<file path="config.mk">
export PLATFORM = sky130hd
export DESIGN_NAME = hdmi_packet_assembler
export DESIGN_NICKNAME = d
export VERILOG_FILES = /design/src/rtl/hdmi_packet_pkg.sv /design/src/rtl/hdmi_packet_ecc.sv /design/src/rtl/hdmi_packet_assembler.sv
export SDC_FILE = /design/constraint.sdc
export NUM_CORES = 1
export LEC_CHECK = 0
export CAP_MARGIN = 5
export CELL_PAD_IN_SITES_DETAIL_PLACEMENT = 1
export CELL_PAD_IN_SITES_GLOBAL_PLACEMENT = 1
export CORE_MARGIN = 2
export CORE_UTILIZATION = 26
export CTS_CLUSTER_DIAMETER = 120
export CTS_CLUSTER_SIZE = 30
export DETAILED_ROUTE_END_ITERATION = 6
export GPL_ROUTABILITY_DRIVEN = 0
export PLACE_DENSITY = 0.76
export SLEW_MARGIN = 30
export SYNTH_ARGS = -nofsm -noshare
export SYNTH_HDL_FRONTEND = slang
export SYNTH_SLANG_ARGS = --single-unit
</file>
<file path="constraint.sdc">
create_clock -name clk_pixel -period 2.7 [get_ports clk_pixel]
set_clock_uncertainty 0.2 [all_clocks]
set_input_delay 0.54 -clock clk_pixel [delete_from_list [all_inputs] [get_ports clk_pixel]]
set_output_delay 0.54 -clock clk_pixel [all_outputs]
set_load 0.1 [all_outputs]
</file>
<file path="src/rtl/hdmi_packet_pkg.sv">
// Shared types, sizes and the BCH parity step for the HDMI data-island packet assembler.
// The ECC step shifts LSB-first and feeds back G(x)=1+x^6+x^7+x^8.
package hdmi_packet_pkg;

    typedef logic [55:0] packet_sub_t;
    typedef logic [23:0] packet_header_t;

    localparam int HEADER_BITS = 24;
    localparam int SUB_PAIRS   = 28;
    localparam int PACKET_LEN  = 32;

    localparam logic [7:0] ECC_POLY_DEFAULT = 8'h83;

    function automatic logic [7:0] ecc_step(
        input logic [7:0] e,
        input logic       d,
        input logic [7:0] poly = ECC_POLY_DEFAULT
    );
        logic f;
        f = e[0] ^ d;
        return (e >> 1) ^ (f ? poly : 8'h00);
    endfunction

endpackage

</file>
<file path="src/rtl/hdmi_packet_ecc.sv">
// BCH parity accumulator: BITS_PER_CLK chained steps per enabled clock, bit 0 first.
// seed_zero restarts the chain from zero so packets need no clear cycle.
module hdmi_packet_ecc
    import hdmi_packet_pkg::*;
#(
    parameter int         BITS_PER_CLK = 1,
    parameter logic [7:0] POLY         = ECC_POLY_DEFAULT
) (
    input  logic                    clk,
    input  logic                    reset,
    input  logic                    seed_zero,
    input  logic                    enable,
    input  logic [BITS_PER_CLK-1:0] data,
    output logic [7:0]              ecc
);

    logic [7:0] next;

    always_comb begin
        next = seed_zero ? 8'h00 : ecc;
        for (int i = 0; i < BITS_PER_CLK; i++) begin
            next = ecc_step(next, data[i], POLY);
        end
    end

    always_ff @(posedge clk) begin
        if (reset) begin
            ecc <= 8'h00;
        end else if (enable) begin
            ecc <= next;
        end
    end

endmodule

</file>
<file path="src/rtl/hdmi_packet_assembler.sv">
// Serialises one header and four subpackets into a 32-cycle data-island packet with BCH parity.
// Define HDMI_PACKET_SNAPSHOT_EN to capture the sources at index 0 instead of reading them live.
module hdmi_packet_assembler
    import hdmi_packet_pkg::*;
#(
    parameter logic [7:0] ECC_POLY = ECC_POLY_DEFAULT
) (
    input  logic              clk_pixel,
    input  logic              reset,
    input  logic              data_island_period,
    input  packet_header_t    header,
    input  packet_sub_t [3:0] sub,
    output logic [8:0]        packet_data,
    output logic [4:0]        packet_counter,
    output logic              packet_last
);

    logic [4:0]        c;
    logic              first;
    logic              hdr_run;
    logic              sub_run;
    packet_header_t    hdr;
    packet_sub_t [3:0] sb;
    logic [7:0]        ecc_hdr;
    logic [7:0]        ecc_sub [4];
    logic              ch0;
    logic [3:0]        ch1;
    logic [3:0]        ch2;

    assign first   = (c == 5'd0);
    assign hdr_run = data_island_period && (c < 5'(HEADER_BITS));
    assign sub_run = data_island_period && (c < 5'(SUB_PAIRS));

`ifdef HDMI_PACKET_SNAPSHOT_EN
    packet_header_t    hdr_snap;
    packet_sub_t [3:0] sub_snap;

    always_ff @(posedge clk_pixel) begin
        if (reset) begin
            hdr_snap <= '0;
            sub_snap <= '0;
        end else if (data_island_period && first) begin
            hdr_snap <= header;
            sub_snap <= sub;
        end
    end

    // Index 0 has no snapshot yet, so it reads the live sources.
    assign hdr = first ? header : hdr_snap;
    assign sb  = first ? sub : sub_snap;
`else
    assign hdr = header;
    assign sb  = sub;
`endif

    hdmi_packet_ecc #(
        .BITS_PER_CLK (1),
        .POLY         (ECC_POLY)
    ) u_ecc_hdr (
        .clk       (clk_pixel),
        .reset     (reset),
        .seed_zero (first),
        .enable    (hdr_run),
        .data      (hdr[c]),
        .ecc       (ecc_hdr)
    );

    for (genvar k = 0; k < 4; k++) begin : g_sub
        hdmi_packet_ecc #(
            .BITS_PER_CLK (2),
            .POLY         (ECC_POLY)
        ) u_ecc_sub (
            .clk       (clk_pixel),
            .reset     (reset),
            .seed_zero (first),
            .enable    (sub_run),
            .data      ({sb[k][{c, 1'b1}], sb[k][{c, 1'b0}]}),
            .ecc       (ecc_sub[k])
        );
    end

    always_comb begin
        ch0 = (c < 5'(HEADER_BITS)) ? hdr[c] : ecc_hdr[c[2:0]];
        ch1 = '0;
        ch2 = '0;
        for (int k = 0; k < 4; k++) begin
            if (c < 5'(SUB_PAIRS)) begin
                ch1[k] = sb[k][{c, 1'b0}];
                ch2[k] = sb[k][{c, 1'b1}];
            end else begin
                ch1[k] = ecc_sub[k][{c[1:0], 1'b0}];
                ch2[k] = ecc_sub[k][{c[1:0], 1'b1}];
            end
        end
    end

    always_ff @(posedge clk_pixel) begin
        if (reset) begin
            c              <= 5'd0;
            packet_data    <= 9'd0;
            packet_counter <= 5'd0;
            packet_last    <= 1'b0;
        end else if (!data_island_period) begin
            c              <= 5'd0;
            packet_data    <= 9'd0;
            packet_counter <= 5'd0;
            packet_last    <= 1'b0;
        end else begin
            c              <= c + 5'd1;
            packet_data    <= {ch2, ch1, ch0};
            packet_counter <= c;
            packet_last    <= (c == 5'(PACKET_LEN - 1));
        end
    end

endmodule
</file>
# --- Word-level counts from Yosys, hierarchy flattened ---
# Index checks and enable logic that the tools add are counted.
word_totals:
  mem_count: 0
  inputBits: 251
  ff_bits: 60
  rom_bits: 0
  wordCells: 101
  output_inout_bits: 15
  latch_bits: 0
  ramBits: 0
classes:
  n_bitwise: 19
  order_cmp: 8
  eq_ne: 1
  shifts: 0
  reduce_logical: 4
  n_div: 0
  muxes: 59
  addsub: 1
  n_mul: 0
ops:
  columns: ["op", "n"]
  rows:
  - ["$mux W8", 14]
  - ["$xor A7 B8 Y8", 9]
  - ["$bmux W1 S5", 9]
  - ["$mux W1", 27]
  - ["$bmux W1 S2", 8]
  - ["$lt A6 B7 Y1 const B", 2]
  - ["$lt A3 B4 Y1 const B", 3]
  - ["$lt A5 B5 Y1 const B", 2]
  - ["$xor A1 B1 Y1", 9]
  - ["$lt A5 B6 Y1 const B", 1]
  - ["$add A5 B1 Y5 const B", 1]
  - ["$eq A5 B5 Y1 const B", 1]
  - ["$logic_not A5 Y1", 1]
  - ["$bmux W1 S3", 1]
  - ["$logic_and A1 B1 Y1", 2]
  - ["$reduce_or A2 Y1", 1]
  - ["$not A1 Y1", 1]

# --- Depth between registers and ports, before layout ---
logic_depth:
  ltp_word: 8
  ltp_mapped: 13
  mapped_depth_nobuf: 8

# --- Modules after synthesis ---
# A second synthesis with hierarchy kept.
unflattened:
  cells_unflattened: 519
  hier_area_um2: 5207.5
by_module_without_submodules:
  columns: ["mod", "n_inst", "area_per_inst_um2", "cells_per_inst", "seq_area_each_um2"]
  rows:
  - ["hdmi_packet_assembler", 1, 3150.5, 307, 400.4]
  - ["hdmi_packet_ecc at g_sub[0].u_ecc_sub ...", 4, 417.9, 42, 160.2]
  - ["hdmi_packet_ecc at u_ecc_hdr", 1, 385.4, 44, 160.2]

# --- Worst setup path after synthesis ---
# No wires, ideal clock.
synth_path:
  kind: "register -> register"
  startpoint: "register c[1]"
  endpoint: "register g_sub[1].u_ecc_sub.ecc[2]"
  setup_slack_ns: -0.196
  period_less_slack_ns: 2.896
  arrival_ns: 2.625
  n_path_buf: 6
  setup_ns: 0.071
  required_ns: 2.429
  path_stages_with_launch: 12
  path_cell_list: "dfxtp_1 > buf_2 > buf_2 > buf_1 > inv_1 > ha_1 > nand3b_1 > clkbuf_1 > clkbuf_1 > buf_2 > nand3_1 > a21oi_1"
synth_via:
  elab_chain_cells: 4
  word_cells_on_any_way: 6
  classes_between: "1 x order compare; 1 x mux; 2 x bitwise; 2 x reduce/logical"
synth_rtl:
  columns: ["item", "line", "rtl"]
  rows:
  - ["from (decl)", "hdmi_packet_assembler.sv:18", "logic [4:0] c;"]
  - ["from (signal assigned)", "hdmi_packet_assembler.sv:109", "c <= c + 5'd1;"]
  - ["$logic_not A5 Y1", "hdmi_packet_assembler.sv:30", "assign first = (c == 5'd0);"]
  - ["$mux W8", "hdmi_packet_ecc.sv:20", "next = seed_zero ? 8'h00 : ecc;"]
  - ["$xor A7 B8 Y8 (2 in series)", "hdmi_packet_pkg.sv:21", "return (e >> 1) ^ (f ? poly : 8'h00);"]
  - ["to (signal assigned)", "hdmi_packet_ecc.sv:30", "ecc <= next;"]
  - ["to (decl)", "hdmi_packet_ecc.sv:14", "output logic [7:0] ecc"]
# Parallel ways exist; a longest one is shown, timed or not.
# A chain may end at the register's enable or synchronous reset.

# --- Final worst setup path ---
layout_path:
  startpoint: "register c[0]"
  endpoint: "register g_sub[1].u_ecc_sub.ecc[1]"
layout_via:
  elab_chain_cells: 8
  word_cells_on_any_way: 14
  classes_between: "1 x order compare; 7 x mux; 4 x bitwise; 2 x reduce/logical"
layout_rtl:
  columns: ["item", "line", "rtl"]
  rows:
  - ["$bmux W1 S5 / $logic_not A5 Y1 (equally long branches)", "hdmi_packet_assembler.sv:77, hdmi_packet_assembler.sv:30", null]
  - ["$mux W1 (implied by the code) / $mux W8 (equally long branches)", "hdmi_packet_assembler.sv:77, hdmi_packet_ecc.sv:20", null]
  - ["$xor A1 B1 Y1", "hdmi_packet_pkg.sv:20", "f = e[0] ^ d;"]
  - ["$mux W8", "hdmi_packet_pkg.sv:21", null]
  - ["$xor A7 B8 Y8", "hdmi_packet_pkg.sv:21", null]
  - ["$xor A1 B1 Y1", "hdmi_packet_pkg.sv:20", null]
  - ["$mux W8", "hdmi_packet_pkg.sv:21", null]
  - ["$xor A7 B8 Y8", "hdmi_packet_pkg.sv:21", null]
# Parallel ways exist; a longest one is shown, timed or not. The select of a mux whose other input is x is not followed.

==> impl_metrics.tcl <==
set metrics [dict create \
    violations "setup timing" \
    tightest_slew_ps 706 \
    endpoint_kind "register" \
    synth_seq_cells 60 \
    num_vias 5292 \
    reg2reg_depth 9 \
    cts_buffer_depth 2 \
    path_clk_slew_ps 50 \
    grtUsageMet1_pct 26.4 \
    fp.dieH_um 139 \
    post-route-util_pct 48.3 \
    synthesis.area_mm2 0.00477 \
    grt_pass1_vias 5919 \
    grt_setup_unrepaired "true" \
    dieArea_mm2 0.0195 \
    first_pass_iters 4 \
    grt_busiest_layer "met2" \
    antenna_found_initial 2 \
    worst-path-max-fanout 7 \
    met3_usage_pct 5.26 \
    hold_slack_ps 279 \
    clockRootBuffer "clkbuf_16" \
    min_period_ps 2730 \
    hpwl_um 17500 \
    final_cell_mix "clkdlybuf4s50_1, buf_4, nand2_1" \
    drive_gt1_share_pct 30.2 \
    clock_sinks 60 \
    gr-total-overflow 0 \
    met2_usage_pct 39.9 \
    fillers 1949 \
    grt_util_all_layers_pct 22.4 \
    syn_area_per_cell_um2 10.4 \
    synth_fp_nets 713 \
    port_buffers 265 \
    area_growth_pct 81.9 \
    whs_path_depth 2 \
    final_common_cell "clkdlybuf4s50_1" \
    leakage_nw 3.17 \
    start_util_pct 26.6 \
    grt_pass1_wl_um 33500 \
    final_cells 1008 \
    drc 0 \
    drt_iter0_markers 200 \
    hold_class "reg2reg" \
    hold_violations 0 \
    fin_ws_ps -34.7 \
    core_mm2 0.0180 \
    yosysUniqueCellTypes 40 \
    crit_type "reg2reg" \
    netlist.area_leader.share_pct 30.2 \
    slew_headroom_pct 52.9 \
    timing.max_cap.violations 0 \
    insertion_delay_ps 330 \
    worst_ep_arrival_time_ps 2760 \
    yosysWarnings 0 \
    slew_violations 0 \
    wl_per_cell_um 22.2 \
    fin_nets 1027 \
    syn_inst 459 \
    ir_worst_vdd_mv 0.307 \
    yosys-top-cells-area "mux4_2, dfxtp_1, nand2_1, nand3_1, a22oi_1" \
    start_kind "register" \
    yosysTopAreaCell "mux4_2" \
    cts_made_buffers 9 \
    layout.area.seq_mm2 0.00121 \
    ios 266 \
    fmax_mhz 366 \
    status "finished with violations" \
    cts_tree "done" \
    grt_max_degree 37 \
    dp_cells 965 \
    rows 49 \
    ys_seq_area_share_pct 25.2 \
    finalSetupViolations 4 \
    die_w_um 139 \
    finalWirelength_um 22400 \
    cts-htree-levels 3 \
    min_period_over_period_pct 101 \
    final_antenna_net_count 0 \
    multiInputGateArea_mm2 0.00349 \
    viasPerCell 5.25 \
    crit_required_ps 2720 \
    place_ws_ps -468 \
    pwr_density_cell_mw_per_mm2 385 \
    setup_tns_ps -85.9 \
]
## kinds of logic after synthesis
logic type	share of synthesized area, %
AO/OA/AOI/OAI	10.6
XOR/XNOR	7.89
adder cells (fa/ha/maj)	0.787
buffers and inverters	5.64
flip-flops	25.2
multiplexers	34.5
AND/OR/NAND/NOR	15.4
## flip-flops by register name, summed over array words and instances, names as in the netlist
name,count
packet_last,1
packet_data,9
g_sub.u_ecc_sub.ecc,32
u_ecc_hdr.ecc,8
packet_counter,5
c,5
## worst max-delay path: stages (launching register included)
cell,delay (ps)
dfxtp_4,440
buf_12,160
buf_8,130
mux2_4,350
a221oi_4,250
nand3_1,120
nand2_2,140
xor2_2,180
xnor3_1,420
a22o_1,240
## cells in the mapped netlist (all sizes together)
cell / number
ha: 3
o21a: 1
nor3: 4
a22oi: 22
a21oi: 29
a22o: 4
a221oi: 8
and3: 3
xnor3: 4
nand2: 80
nand3b: 1
inv: 3
buf: 27
xnor2: 13
a211oi: 6
xor2: 12
a31oi: 2
nand2b: 2
nor2b: 4
mux4: 64
o21ai: 1
nor2: 30
dfxtp: 60
mux2: 17
clkbuf: 16
mux2i: 1
and2: 7
and3b: 1
nand3: 34
## routing by layer
layer | vias to the layer above | wire (um)
met1 | 2660 | 8770
met5 | - | 13
met4 | 2 | 686
met3 | 46 | 1460
met2 | 236 | 11500
li1 | 2348 | -
## worst paths after layout
| path | endpoint | start | slack [ps] |
|---|---|---|---|
| setup / recovery | g_sub[1].u_ecc_sub.ecc[1] | c[0] | -30 |
| hold / removal | g_sub[1].u_ecc_sub.ecc[5] | g_sub[1].u_ecc_sub.ecc[5] | 280 |
| setup reg to reg | g_sub[1].u_ecc_sub.ecc[1] | c[0] | -30 |
| hold reg to reg | g_sub[1].u_ecc_sub.ecc[5] | g_sub[1].u_ecc_sub.ecc[5] | 280 |
## power breakdown
| group | total [mW] | leakage, nW | internal [mW] | switching (mW) |
|---|---|---|---|---|
| Sequential | 0.962 | 0.491 | 0.928 | 0.0337 |
| Combinational | 1.15 | 2.52 | 0.722 | 0.433 |
| Clock | 1.23 | 0.159 | 0.827 | 0.402 |
| Total | 3.35 | 3.17 | 2.48 | 0.868 |
## per-stage QoR
| stage | power (mW) | area, um^2 |
|---|---|---|
| final | 3.35 | 8680 |
| after global routing | 3.49 | 8680 |
| after CTS | 3.31 | 8490 |
| after global placement | 2.01 | 7930 |
| after detailed placement | 2.04 | 7930 |
| after floorplan | 1.48 | 4780 |
## area by class of cell
class | instances | area share [%]
antenna | 1 | 0.0288
clock buffer | 11 | 2.80
clock inverter | 5 | 0.865
inverter | 3 | 0.130
multi-input combinational | 353 | 40.2
sequential | 60 | 13.9
tap | 229 | 3.30
timing repair buffer | 346 | 38.8
## repair_timing
item / 4_1_cts / 5_1_grt
resized for setup: 25 / 23
setup buffers: 15 / 13
hold buffers: 0 / 0
pin swaps: 21 / 27
endpoints found under the setup margin: 8 / 11
gates cloned: 1 / 0
(Power assumes the default switching activity.)
==> patch (same flow settings) <==
`PACKET_LEN`: 32 -> 24.
--- a/src/rtl/hdmi_packet_pkg.sv
+++ b/src/rtl/hdmi_packet_pkg.sv
@@ -9,3 +9,3 @@
     localparam int SUB_PAIRS   = 28;
-    localparam int PACKET_LEN  = 32;
+    localparam int PACKET_LEN  = 24;
 
Behaviour: no difference found for any inputs over 10 cycles, from zero or initial values and one cycle with reset high; that may be too few to reach the edited logic, so the function may still have changed.
==> patch against the unedited design <==
The flow still finishes with violations (negative setup slack). Area after synthesis increased by 1.4%. Worst setup slack improved by 0.0053 ns. Hold slack got worse by 0.0028 ns. Power increased by 1.9%. Sequential power about the same. Sequential cell count unchanged. Fmax increased by 0.20%. Final area increased by 2.9%. First-iteration DRC count increased by 5.0%. Routed wire length increased by 2.6%. Critical endpoint is now g_sub[2].u_ecc_sub.ecc[1]$_SDFFE_PP0P_. Highest routed layer is now met4.
==> patch: results (changes against the unedited design) <==
stage,metric,value,unit,change
grt,first-pass GRT wire length,33700,um,+0.74%
hold_path,Hold Path Class,reg2reg,,
route,DRT iter0 DRCs,210,,+5.0%
final_layout,Fillers,1952,,+0.15%
grt,largest net degree at the start of global routing,41,,+11%
critical_path,crit-path max cell delay,0.50,ns,+0.06 ns
timing,final worst slack,-0.0294,ns,+0.00534 ns
place,Post-DP HPWL,17300,um,-1.2%
clock_tree,Clock Latency Late Sink,0.34,ns,
logic_synthesis,"Distinct cells, synth",47,,+18%
outcome,failing checks,negative setup slack,,
route,final WL,23000,um,+2.6%
logic_synthesis,asr flop ratio synth,0,%,unchanged
final_layout,share of layout cells above drive strength 1,32.1,%,+1.9 points
power,Comb. pwr,0.00119,W,+3%
clock_tree,"Reg clk slew, reported paths",0.06,ns,
power,sw frac,26.4,%,+0.40 points
outcome,status,"complete, but fails checks",,
place,I/O Buffers,265,,unchanged
route,vias,5285,,-0.13%
critical_path,CP max-delay cell,or4b_4,,
critical_path,CP max FO,8,,+1
grt,initial antenna violation count,3,,+1
job,max_cap viols,0,,unchanged
critical_path,Setup CP Type,reg2reg,,
route,first drt pass iteration count,5,,+1
logic_synthesis,"top cells by count, synth","nand2_1, dfxtp_1, mux4_2",,
clock_tree,root buf cell,clkbuf_16,,
timing,count of final setup violators,2,,-2
power,maximum vdd drop,0.340,mV,+11%
clock_tree,H-tree depth,3,,unchanged
power,static leakage power,3.28,nW,+3.6%
logic_synthesis,Synth area leaders,"mux4_2, dfxtp_1, nand2_1",,
logic_synthesis,sequential element share of the synthesized area,24.8,%,-0.35 points
power,sequential group share of total power,28.3,%,-0.4 points
final_layout,Final nets,1037,,+0.97%
timing,Worst Tran Pin Value,0.612,ns,-0.0937 ns
grt,vias in the first global route,5949,,+0.51%
final_layout,largest registers,"g_sub.u_ecc_sub.ecc: 32 flops, packet_data: 9 flops, u_ecc_hdr.ecc: 8 flops",,
grt,Total GRT Usage,22.2,%,-0.23 points
logic_synthesis,most frequently used flop master after synthesis,dfxtp_1,,
timing,tightest hold margin,0.276,ns,-0.00285 ns
logic_synthesis,Yosys warning count,0,,unchanged
## patch: cell count changes after synthesis, moves of 3 or more
cell,change
buf_1,+3
o31ai_1,+3
mux2_4,+3
nand2_1,-4
and2_1,-3
buf_2,-7
clkbuf_1,+6
mux4_2,-9
a22oi_1,-3
mux4_1,+8
## patch: per-stage QoR
step                instances  total power (W)  TNS, ns  setup slack [ns]  instance area [um^2]
floorplan                 460          0.00149   -0.147           -0.0459                  4950
global placement          962          0.00200    -1.48            -0.289                  8040
detailed placement        962          0.00203    -2.14            -0.291                  8040
CTS                       994          0.00333        0          0.000676                  8550
global route             1020          0.00355   -0.663            -0.108                  8920
finish                   1022          0.00341  -0.0429           -0.0294                  8930
## patch: worst max-delay path: cells and delay by family, from the launching register on
kind | cells | cell delay (ns)
AOI/OAI and AO/OA | 1 | 0.18
xor gates and xnor gates | 2 | 0.49
and+or+nand+nor | 2 | 0.57
adders and majority gates | 1 | 0.10
buffers and inverters | 6 | 0.74
DFF | 1 | 0.35
## patch: timing repair
item / CTS / global route
endpoints found under the setup margin: 11 / 15
resized for setup: 15 / 40
setup buffers: 17 / 23
gates cloned: 0 / 1
pin swaps: 6 / 33
## patch: final timing paths
check / cells after the start / endpoint / start
min reg2reg: 2 / g_sub[1].u_ecc_sub.ecc[5]$_SDFFE_PP0P_ / g_sub[1].u_ecc_sub.ecc[5]$_SDFFE_PP0P_
max reg2reg: 12 / g_sub[2].u_ecc_sub.ecc[1]$_SDFFE_PP0P_ / c[0]$_SDFF_PP0_
max: 12 / g_sub[2].u_ecc_sub.ecc[1]$_SDFFE_PP0P_ / c[0]$_SDFF_PP0_
min: 2 / g_sub[1].u_ecc_sub.ecc[5]$_SDFFE_PP0P_ / g_sub[1].u_ecc_sub.ecc[5]$_SDFFE_PP0P_
## patch: cells by family (layout without fill, tap and decap cells)
family                     after synthesis  count (layout)  share of synthesized area, %
AOI/OAI and AO/OA                       73              73                          10.8
xor gates and xnor gates                30              30                          8.20
adders and majority gates                2               2                         0.517
buffers and inverters                   47             376                          5.09
DFF                                     60              60                          24.8
muxes                                   84              84                          35.1
other                                    0               4                             0
and+or+nand+nor                        164             164                          15.5
## patch: layer usage
| layer | vias up | wire length, um | global-route usage (%) |
|---|---|---|---|
| li1 | 2381 | - | - |
| met1 | 2634 | 8750 | 25.8 |
| met2 | 222 | 12000 | 39.5 |
| met3 | 48 | 1470 | 5.85 |
| met4 | 0 | 733 | 7.87 |
| met5 | - | 0 | 0 |
## patch: final cells by class
class / count / share of cell area [%]
tap: 229 / 3.21
antenna: 4 / 0.112
clock buffer: 12 / 2.76
multi-input combinational: 353 / 40.1
inverter: 2 / 0.224
sequential: 60 / 13.5
clock inverter: 4 / 0.827
timing repair buffer: 358 / 39.3
